$ cat src/rtl/demux14_reg.sv
// -----------------------------------------------------------------------------
// demux14_reg
//   Registered 1:4 demultiplexer with valid/ready flow control. One producer
//   word is routed to one of four consumer channels chosen by select. Each
//   channel owns a one-entry holding register. A stalled channel therefore
//   only back-pressures words addressed to it, and never traffic addressed to
//   the other channels.
//
//   Optional feature macro: DEMUX_CNT_EN
//     When it is defined, the block adds per-channel accepted-word counters
//     and the xfer_cnt port.
//
// Parameters
//   W          data width of the input word and of each output channel
//   CW         width of each per-channel transfer counter
//
// Ports
//   clk        rising-edge clock
//   rst        asynchronous reset, active-high
//   in         input data word
//   select     destination channel (0 -> out1 .. 3 -> out4)
//   in_valid   producer presents in/select
//   in_ready   block accepts in/select this cycle (combinational)
//   out1..out4 channel holding-register contents
//   out_valid  bit k: channel k+1 holds a word
//   out_ready  bit k: consumer k+1 takes the word this cycle
//   xfer_cnt   per-channel accepted-word counts, ch1 in LSBs (DEMUX_CNT_EN)
// -----------------------------------------------------------------------------
module demux14_reg #(
    parameter int unsigned W  = 4,
    parameter int unsigned CW = 8
) (
    input  logic          clk,
    input  logic          rst,
    input  logic [W-1:0]  in,
    input  logic [1:0]    select,
    input  logic          in_valid,
    output logic          in_ready,
    output logic [W-1:0]  out1,
    output logic [W-1:0]  out2,
    output logic [W-1:0]  out3,
    output logic [W-1:0]  out4,
    output logic [3:0]    out_valid,
    input  logic [3:0]    out_ready
`ifdef DEMUX_CNT_EN
    ,
    output logic [4*CW-1:0] xfer_cnt
`endif
);

    localparam int unsigned NCH = 4;

    typedef enum logic {
        EMPTY = 1'b0,
        FULL  = 1'b1
    } chan_state_e;

    // Parameter sanity check
    if (W == 0 || CW == 0) begin : g_bad_param
        $error("demux14_reg: W and CW must be nonzero");
    end

    chan_state_e    state_q [NCH];
    chan_state_e    state_d [NCH];
    logic [W-1:0]   data_q  [NCH];
    logic [W-1:0]   data_d  [NCH];

    logic           sel_full;
    logic           accept;
    logic [NCH-1:0] wr_en;
    logic [NCH-1:0] drain;

    // Flow control: the selected channel is free if it is empty, or if it
    // drains in this same cycle (this gives full throughput with no bubble).
    always_comb begin
        sel_full = (state_q[select] == FULL);
        in_ready = ~sel_full | out_ready[select];
        accept   = in_valid & in_ready;
        wr_en    = '0;
        drain    = '0;
        for (int unsigned i = 0; i < NCH; i++) begin
            wr_en[i] = accept & (select == 2'(i));
            drain[i] = (state_q[i] == FULL) & out_ready[i];
        end
    end

    // Per-channel next state: a write wins over a drain, so a simultaneous
    // drain+accept keeps the channel FULL and replaces the held word.
    always_comb begin
        for (int unsigned i = 0; i < NCH; i++) begin
            state_d[i] = state_q[i];
            data_d[i]  = data_q[i];
            if (wr_en[i]) begin
                state_d[i] = FULL;
                data_d[i]  = in;
            end else if (drain[i]) begin
                state_d[i] = EMPTY;
            end
        end
    end

    // Channel state and holding registers
    always_ff @(posedge clk or posedge rst) begin
        if (rst) begin
            for (int unsigned i = 0; i < NCH; i++) begin
                state_q[i] <= EMPTY;
                data_q[i]  <= '0;
            end
        end else begin
            for (int unsigned i = 0; i < NCH; i++) begin
                state_q[i] <= state_d[i];
                data_q[i]  <= data_d[i];
            end
        end
    end

    // Output mapping
    always_comb begin
        out_valid = '0;
        for (int unsigned i = 0; i < NCH; i++) begin
            out_valid[i] = (state_q[i] == FULL);
        end
    end

    assign out1 = data_q[0];
    assign out2 = data_q[1];
    assign out3 = data_q[2];
    assign out4 = data_q[3];

`ifdef DEMUX_CNT_EN
    logic [CW-1:0] cnt_q [NCH];
    logic [CW-1:0] cnt_d [NCH];

    // Accepted-word counters wrap naturally modulo 2^CW
    always_comb begin
        for (int unsigned i = 0; i < NCH; i++) begin
            cnt_d[i] = cnt_q[i];
            if (wr_en[i]) begin
                cnt_d[i] = cnt_q[i] + CW'(1);
            end
        end
    end

    always_ff @(posedge clk or posedge rst) begin
        if (rst) begin
            for (int unsigned i = 0; i < NCH; i++) begin
                cnt_q[i] <= '0;
            end
        end else begin
            for (int unsigned i = 0; i < NCH; i++) begin
                cnt_q[i] <= cnt_d[i];
            end
        end
    end

    always_comb begin
        xfer_cnt = '0;
        for (int unsigned i = 0; i < NCH; i++) begin
            xfer_cnt[i*CW +: CW] = cnt_q[i];
        end
    end
`endif

endmodule

$ cat config.mk
export PLATFORM = sky130hd
export DESIGN_NAME = demux14_reg
export DESIGN_NICKNAME = d
export VERILOG_FILES = /design/src/rtl/demux14_reg.sv
export SDC_FILE = /design/constraint.sdc
export NUM_CORES = 1
export LEC_CHECK = 0
export BUFFER_PORTS_ARGS = -buffer_cell sky130_fd_sc_hd__buf_2
export CAP_MARGIN = 25
export CELL_PAD_IN_SITES_DETAIL_PLACEMENT = 0
export CELL_PAD_IN_SITES_GLOBAL_PLACEMENT = 1
export CORE_ASPECT_RATIO = 0.75
export CORE_UTILIZATION = 39
export CTS_CLUSTER_SIZE = 12
export DETAILED_ROUTE_END_ITERATION = 8
export GPL_ROUTABILITY_DRIVEN = 0
export PLACE_DENSITY = 0.92
export RECOVER_POWER = 50
export SLEW_MARGIN = 5
export SYNTH_ARGS = -nofsm -noshare
export SYNTH_HDL_FRONTEND = slang
export SYNTH_SLANG_ARGS = --single-unit
$ cat constraint.sdc
create_clock -name clk -period 3.4 [get_ports clk]
set_input_delay 0.17 -clock clk [delete_from_list [all_inputs] [get_ports clk]]
set_output_delay 0.17 -clock clk [all_outputs]
set_load 0.1 [all_outputs]
# --- After elaboration in Yosys (flattened, before gate mapping) ---
# Index checks and enable logic that the tools add are counted.
word_totals:
  ff_bits: 20
  in_bits: 13
  output_inout_bits: 21
  word_cells: 43
op_classes:
  magnitude_cmp: 2
  n_eq_ne: 3
  mux: 13
  n_bitwise: 12
  n_reduce_logical: 5
ops:
  columns: ["cell", "count"]
  rows:
  - ["two-way mux 1 bit", 11]
  - ["AND 1 bit", 9]
  - ["nonzero test 2 bit", 4]
  - ["binary-select mux 1 bit (select 2 bit)", 2]
  - ["== test 2 bit (second input constant)", 2]
  - ["greater-or-equal comparator 3 bit (second input constant)", 1]
  - ["< comparator 2 x 3 -> 1 bit (second input constant)", 1]
  - ["inverter 2 -> 3 bit", 1]
  - ["== test 2 x 1 -> 1 bit (second input constant)", 1]
  - ["logical NOT 2 bit", 1]
  - ["inverter 1 bit", 1]
  - ["bitwise OR 1 bit", 1]

# --- Depth between registers and ports, before layout ---
# Gate-level depths: netlist of run 1.
logic_depth:
  ltp_word: 9
  depth_mapped: 4
  depth_no_buf: 3

# --- Worst setup path before layout of run 1 ---
# Ideal clock, no wire load.
synth_timing:
  path_type: "reg-to-output"
  from: "register state_q (netlist bit out_valid[0])"
  to: "output port in_ready"
  arrival_ns: 2.036
  required_ns: 3.230
  slack_ns: 1.194
  stages_incl_launch_ff: 3
  n_path_buf: 0
  path_cell_list: "dfrtp_1 -> nand2b_1 -> mux4_1"
synth_via:
  elab_chain_cells: 5
synth_lines:
  columns: ["item", "line", "rtl"]
  rows:
  - ["start: declaration", "63", "chan_state_e state_q [NCH];"]
  - ["start signal: indexed assignment", "111", "state_q[i] <= state_d[i];"]
  - ["binary-select mux 1 bit (select 2 bit)", "76", "sel_full = (state_q[select] == FULL);"]
  - ["two-way mux 1 bit (implied by the code) (2 in series)", "76", null]
  - ["inverter 1 bit", "77", "in_ready = ~sel_full | out_ready[select];"]
  - ["bitwise OR 1 bit", "77", null]
  - ["end: declaration", "38", "output logic in_ready,"]
# Every way passes these cells. The select of a mux whose other input is x is not followed.

# --- Final worst setup path of run 1 ---
layout_timing:
  from: "register state_q (netlist bit out_valid[1])"
  to: "output port in_ready"
# The elaborated chain is that of the path after synthesis.

==> impl_metrics.py, run 1 <==
metrics = {
    "synthesis": {
        "yosysSeqAreaShare": 0.596,
        "synth_nets": 68,
        "yosysMostFrequentCell": "dfrtp_1",
        "ys_top_cells_by_count": "dfrtp_1, mux2_2, nand2_1, mux2_4, nand2b_1",
        "ys_seq_elements": 20,
        "syn_area_um2": 840,
        "muxShareOfSynthArea": 0.264,
        "synth_ff_type": "dfrtp_1",
        "synth.yosys.warnings": 0,
        "synthAdderAreaFrac": 0,
        "synth_top_family_by_area": "multiplexers",
        "synth_cell_types": 15,
        "synth_top_area_share": 0.596,
        "async_flop_share": 1.00,
        "synth-simple-area-share": 0.124,
        "syn_avg_cell_area_um2": 15.3,
        "synth_edf_count": 0,
        "synth_top_area_cell": "dfrtp_1",
        "synthCells": 55,
        "synth_compound_area_frac": 0.00596,
        "synth-xor-area-share": 0,
        "ys_top_cells_by_area": "dfrtp_1, mux2_2, mux2_4",
    },
    "setup_path": {
        "reg2reg_slack_ps": 2050,
        "worstPathArrival_ps": 1580,
        "cp_slowest_cell": "mux4_1",
        "path_cells": "nand2b_1 > mux4_1 > buf_2",
        "path_max_fanout": 3,
        "worst-path-buf-inv": 1,
        "critPathTopFamily": "multiplexers",
        "endpoint_kind": "output port",
        "worst-setup-path-type": "flip-flop to output port",
        "critPathMaxStageDelay_ps": 500,
        "start_kind": "flip-flop",
        "required_ps": 3230,
    },
    "grt": {
        "use_met1": 0.202,
        "overflow": 0,
        "globalRoute.busiestLayer": "met2",
        "grt_start_max_net_pins": 21,
        "first_global_vias": 560,
        "grt_usage": 0.154,
        "grt_use_met3": 0.0463,
        "use_met2": 0.243,
        "antenna_found_initial": 0,
        "grt_pass1_wl_um": 2680,
    },
    "clock_tree": {
        "cts_buffers": 3,
        "clk_path_buf_depth": 2,
        "cts_tree": "done",
        "ctsResizeCount": 0,
        "cts.sinks": 20,
        "htreeDepth": 1,
        "hold_buffers": 1,
        "clkTransAtPathRegs_ps": 100,
        "post_cts_buffers": 0,
        "clk_latency_ps": 290,
        "clockRootBuffer": "clkbuf_4",
    },
    "route": {
        "via_per_inst": 4.78,
        "drt_pass1_iterations": 4,
        "num_vias": 550,
        "postRouteAntennaNets": 0,
        "drc_errors": 0,
        "drt-wirelength-per-cell_um": 13.4,
        "drt-initial-drc-count": 4,
        "wl_um": 1540,
    },
    "sta": {
        "max_slew_margin": 0.523,
        "finalMaxSlewViolations": 0,
        "tns_ps": 0,
        "rsz0062_at_grt": "no",
        "finalSetupViolations": 0,
        "tightest_slew_ps": 715,
        "holdWs_ps": 148,
        "timing.final.crit_share": 0.514,
        "max_freq_ghz": 0.573,
        "hold_viol_final": 0,
        "fin_skew_ps": 6.07,
        "post-route-min-period_ps": 1750,
    },
    "placed_design": {
        "placed_cell_area_mm2": 0.00103,
        "port_buffers": 33,
        "dp_hpwl_um": 1210,
    },
    "floorplanning": {
        "core_area_mm2": 0.00201,
        "start_util": 0.417,
        "num_rows": 14,
        "ioPinCount": 34,
        "die_h_um": 42.2,
        "die_width_um": 55.6,
        "dieArea_mm2": 0.00234,
    },
    "power_and_ir_drop": {
        "leakagePower_nw": 0.529,
        "finalPower_mw": 0.867,
        "peakVddDrop_mv": 0.463,
        "power.density_mw_per_mm2": 822,
    },
    "finish": {
        "fin_area_mm2": 0.00105,
        "nets": 106,
        "final_core_util": 0.524,
        "areaGrowthSynthToFinish_pct": 25.6,
        "drive_above_1_share": 0.593,
        "diodes": 0,
        "nFillCells": 176,
    },
    "outcome": {
        "run_status": "complete, no violations",
    },
    "min_path": {
        "min_path_type": "primary input to flip-flop",
    },
    "job": {
        "drv_cap": 0,
    },
}
==> sequential cells by signal (all words and copies together), names as in the netlist <==
signal     count
out1           4
out2           4
out3           4
out4           4
out_valid      4
==> path summary, 6_finish.rpt <==
check,start,to,cells after the start
hold / removal,in[0],out3[0]$_DFFE_PP0P_,2
hold reg to reg,out1[1]$_DFFE_PP0P_,out1[1]$_DFFE_PP0P_,1
setup reg to reg,out_valid[3]$_DFFE_PP0P_,out4[2]$_DFFE_PP0P_,3
setup / recovery,out_valid[1]$_DFFE_PP0P_,in_ready,3
max in group asynchronous,rst,out4[2]$_DFFE_PP0P_,3
min in group asynchronous,rst,out2[2]$_DFFE_PP0P_,3
==> metal layers <==
| layer | vias up | wire [µm] |
|---|---|---|
| li1 | 268 | - |
| met1 | 257 | 736 |
| met2 | 21 | 690 |
| met3 | 4 | 86 |
| met4 | 0 | 23 |
| met5 | - | 0 |
==> final cells by class <==
type,count,area [µm²],area share
Timing Repair Buffer,34,175,0.166
Multi-Input combinational cell,33,323,0.306
Inverter,1,3.75,0.00356
Clock buffer,3,22.5,0.0214
Sequential cell,20,500,0.474
Tap cell,24,30.0,0.0285
==> worst reg2reg max path, delay by kind of cell (launching register included) <==
kind / cells / cell delay (ps)
multiplexers: 1 / 380
AND/OR/NAND/NOR: 2 / 460
flip-flops: 1 / 390
==> stage by stage <==
step / cells / setup WS (ps)
after floorplan: 55 / 1190
after global placement: 111 / 2020
after detailed placement: 111 / 1970
after CTS: 115 / 1640
after global routing: 115 / 1600
final: 115 / 1650
==> logic make-up (layout without fill, tap and decap cells) <==
logic type / count (synthesis) / in the layout
flops: 20 / 20
mux: 17 / 17
simple gates: 15 / 15
buf+inv: 2 / 38
compound gates: 1 / 1
==> report_power, final <==
| part | switching, mW | internal [mW] | leakage [nW] | total (mW) |
|---|---|---|---|---|
| registers | 0.0207 | 0.281 | 0.242 | 0.302 |
| clock network | 0.0639 | 0.0412 | 0.0138 | 0.105 |
| logic | 0.382 | 0.0779 | 0.274 | 0.460 |
==> placed cells by master, fill, tap and decap left out <==
cell	instances
nand3b_1	1
nor3b_4	1
mux2_4	4
nand3_1	1
nor2b_2	1
mux2_2	12
buf_2	33
inv_1	1
dfrtp_1	20
nand2_1	5
dlygate4sd3_1	1
nor2b_1	1
nand2b_1	4
clkbuf_4	3
mux4_1	1
o21ai_0	1
and3_1	1
Power figures use the tool's default switching activity.
==> inputs of run 2 (changes only) <==
--- a/config.mk
+++ b/config.mk
@@ -10,11 +10,11 @@
 export CELL_PAD_IN_SITES_DETAIL_PLACEMENT = 0
 export CELL_PAD_IN_SITES_GLOBAL_PLACEMENT = 1
 export CORE_ASPECT_RATIO = 0.75
-export CORE_UTILIZATION = 39
+export CORE_UTILIZATION = 36
 export CTS_CLUSTER_SIZE = 12
 export DETAILED_ROUTE_END_ITERATION = 8
 export GPL_ROUTABILITY_DRIVEN = 0
-export PLACE_DENSITY = 0.92
+export PLACE_DENSITY = 0.87
 export RECOVER_POWER = 50
 export SLEW_MARGIN = 5
 export SYNTH_ARGS = -nofsm -noshare
==> constraint.sdc (replaced) <==
create_clock -name clk -period 1.8 [get_ports clk]
set_input_delay 0.09 -clock clk [delete_from_list [all_inputs] [get_ports clk]]
set_output_delay 0.09 -clock clk [all_outputs]
set_load 0.1 [all_outputs]
==> run 2 against run 1 <==
Critical endpoint unchanged. The flow now finishes with violations (design-rule violations). Total power grew 110%. Die area grew 8.0%. Non-clock buffer count is the same. Sequential power grew 90%. Utilization shrank 0.34 points. Hold slack lost 90 ps. Combinational power grew 89%. Count of clock-buffer cells in the layout is the same.
==> impl_metrics.py, run 2 (synthesized netlist as in run 1, its figures left out) <==
metrics = {
    "outcome": {
        "run_status": "finished, violations left",
        "failed_checks": "design-rule violations",
    },
    "grt": {
        "antenna_found_initial": 0,
        "grt_usage": 0.145,
        "first_global_vias": 570,
        "grt_pass1_wl_um": 2630,
        "overflow": 0,
        "grt_start_max_net_pins": 21,
    },
    "sta": {
        "hold_viol_final": 0,
        "tns_ps": 0,
        "max_slew_margin": 0.510,
        "max_freq_ghz": 0.619,
        "rsz0062_at_grt": "no",
        "tightest_slew_ps": 734,
        "holdWs_ps": 58.3,
        "post-route-min-period_ps": 1610,
        "finalMaxSlewViolations": 0,
        "finalSetupViolations": 0,
        "fin_skew_ps": 2.97,
        "timing.final.crit_share": 0.897,
    },
    "floorplanning": {
        "num_rows": 14,
        "die_h_um": 43.8,
        "dieArea_mm2": 0.00253,
        "core_area_mm2": 0.00210,
        "ioPinCount": 34,
        "start_util": 0.399,
        "die_width_um": 57.8,
    },
    "clock_tree": {
        "cts.sinks": 20,
        "cts_tree": "done",
        "post_cts_buffers": 0,
        "clk_path_buf_depth": 2,
        "cts_buffers": 3,
        "clkTransAtPathRegs_ps": 110,
        "htreeDepth": 1,
        "clk_latency_ps": 300,
        "clockRootBuffer": "clkbuf_4",
    },
    "route": {
        "drc_errors": 2,
        "via_per_inst": 4.60,
        "num_vias": 534,
        "postRouteAntennaNets": 0,
        "drt-initial-drc-count": 16,
        "drt-wirelength-per-cell_um": 13.1,
        "wl_um": 1520,
        "drt_pass1_iterations": 5,
    },
    "placed_design": {
        "dp_hpwl_um": 1240,
        "port_buffers": 33,
    },
    "finish": {
        "nFillCells": 189,
        "register_area_um2": 505,
        "diodes": 0,
        "final_cell_mix": "buf_2, dfrtp_1, mux2_2",
        "final_common_cell": "buf_2",
        "multi_input_area_um2": 327,
        "nets": 106,
        "areaGrowthSynthToFinish_pct": 30.3,
        "drive_above_1_share": 0.663,
    },
    "power_and_ir_drop": {
        "finalPower_mw": 1.81,
        "peakVddDrop_mv": 0.891,
        "power.density_mw_per_mm2": 1650,
        "leakagePower_nw": 0.544,
    },
    "setup_path": {
        "cp_slowest_cell": "mux4_2",
        "worst-setup-path-type": "flip-flop to output port",
        "path_cells": "nand2b_1 > mux4_2 > buf_2",
        "required_ps": 1710,
        "start_kind": "flip-flop",
        "rr_worst_depth": 3,
        "path_max_fanout": 3,
        "critPathTopFamily": "multiplexers",
        "critPathMaxStageDelay_ps": 450,
        "endpoint_kind": "output port",
        "worst-path-buf-inv": 1,
        "r2r-start": "out_valid[2]$_DFFE_PP0P_",
        "cp.depth": 3,
        "worstPathArrival_ps": 1520,
        "crit_path_start": "out_valid[0]$_DFFE_PP0P_",
    },
    "min_path": {
        "holdPathStages": 3,
        "min_path_type": "primary input to flip-flop",
        "min_from": "out_ready[2]",
    },
    "job": {
        "drv_cap": 0,
    },
}
run 2: cell types whose count changed in the layout (fill, tap and decap cells not counted), sizes merged:
| cell | delta |
|---|---|
| clkbuf | +6 |
| buf | -6 |
| bufinv | +1 |
run 2: repair_timing:
action	CTS	global route
hold buffers	1	0
hold endpoints to repair	20	0
gates resized for setup	0	0
run 2: area by class of cell:
type                            instances  share of cell area
Multi-Input combinational cell         33               0.299
Clock buffer                            3              0.0206
Inverter                                1             0.00343
Clock inverter                          1              0.0275
Tap cell                               24              0.0275
Timing Repair Buffer                   34               0.160
Sequential cell                        20               0.462
run 2: report_power, final:
| group | internal [mW] | total [mW] | switching [mW] |
|---|---|---|---|
| logic | 0.147 | 0.869 | 0.721 |
| clock network | 0.225 | 0.363 | 0.138 |
| registers | 0.533 | 0.574 | 0.0410 |
| total | 0.905 | 1.81 | 0.900 |
run 2: stage by stage:
| step | utilization | instance area (µm²) | worst slack [ps] | instances |
|---|---|---|---|---|
| after floorplan | - | 841 | 143 | 55 |
| after global placement | 0.490 | 1030 | 522 | 111 |
| after detailed placement | 0.490 | 1030 | 520 | 111 |
| after CTS | 0.520 | 1090 | 161 | 116 |
| after global routing | 0.520 | 1090 | 107 | 116 |
| final | 0.520 | 1090 | 186 | 116 |
run 2: worst paths after layout:
path                                            end  slack (ps)
max                                        in_ready         190
min                        out_valid[2]$_DFFE_PP0P_          60
max reg2reg                     out3[1]$_DFFE_PP0P_         530
min reg2reg                     out1[1]$_DFFE_PP0P_         520
max in group asynchronous  out_valid[3]$_DFFE_PP0P_         860
min in group asynchronous       out3[1]$_DFFE_PP0P_         430
run 2: routing by layer:
layer / up-vias / routed length [µm] / GRT usage / part of all wire
li1: 265 / - / - / -
met1: 249 / 719 / 0.184 / 0.47
met2: 20 / 684 / 0.226 / 0.45
met3: 0 / 111 / 0.0746 / 0.073
met4: 0 / 0 / 0.0286 / 0
met5: - / 0 / 0 / 0
run 2: tightest hold or removal path, stage by stage:
cell	delay, ps
buf_2	70
nand2b_1	130
nand2_1	50
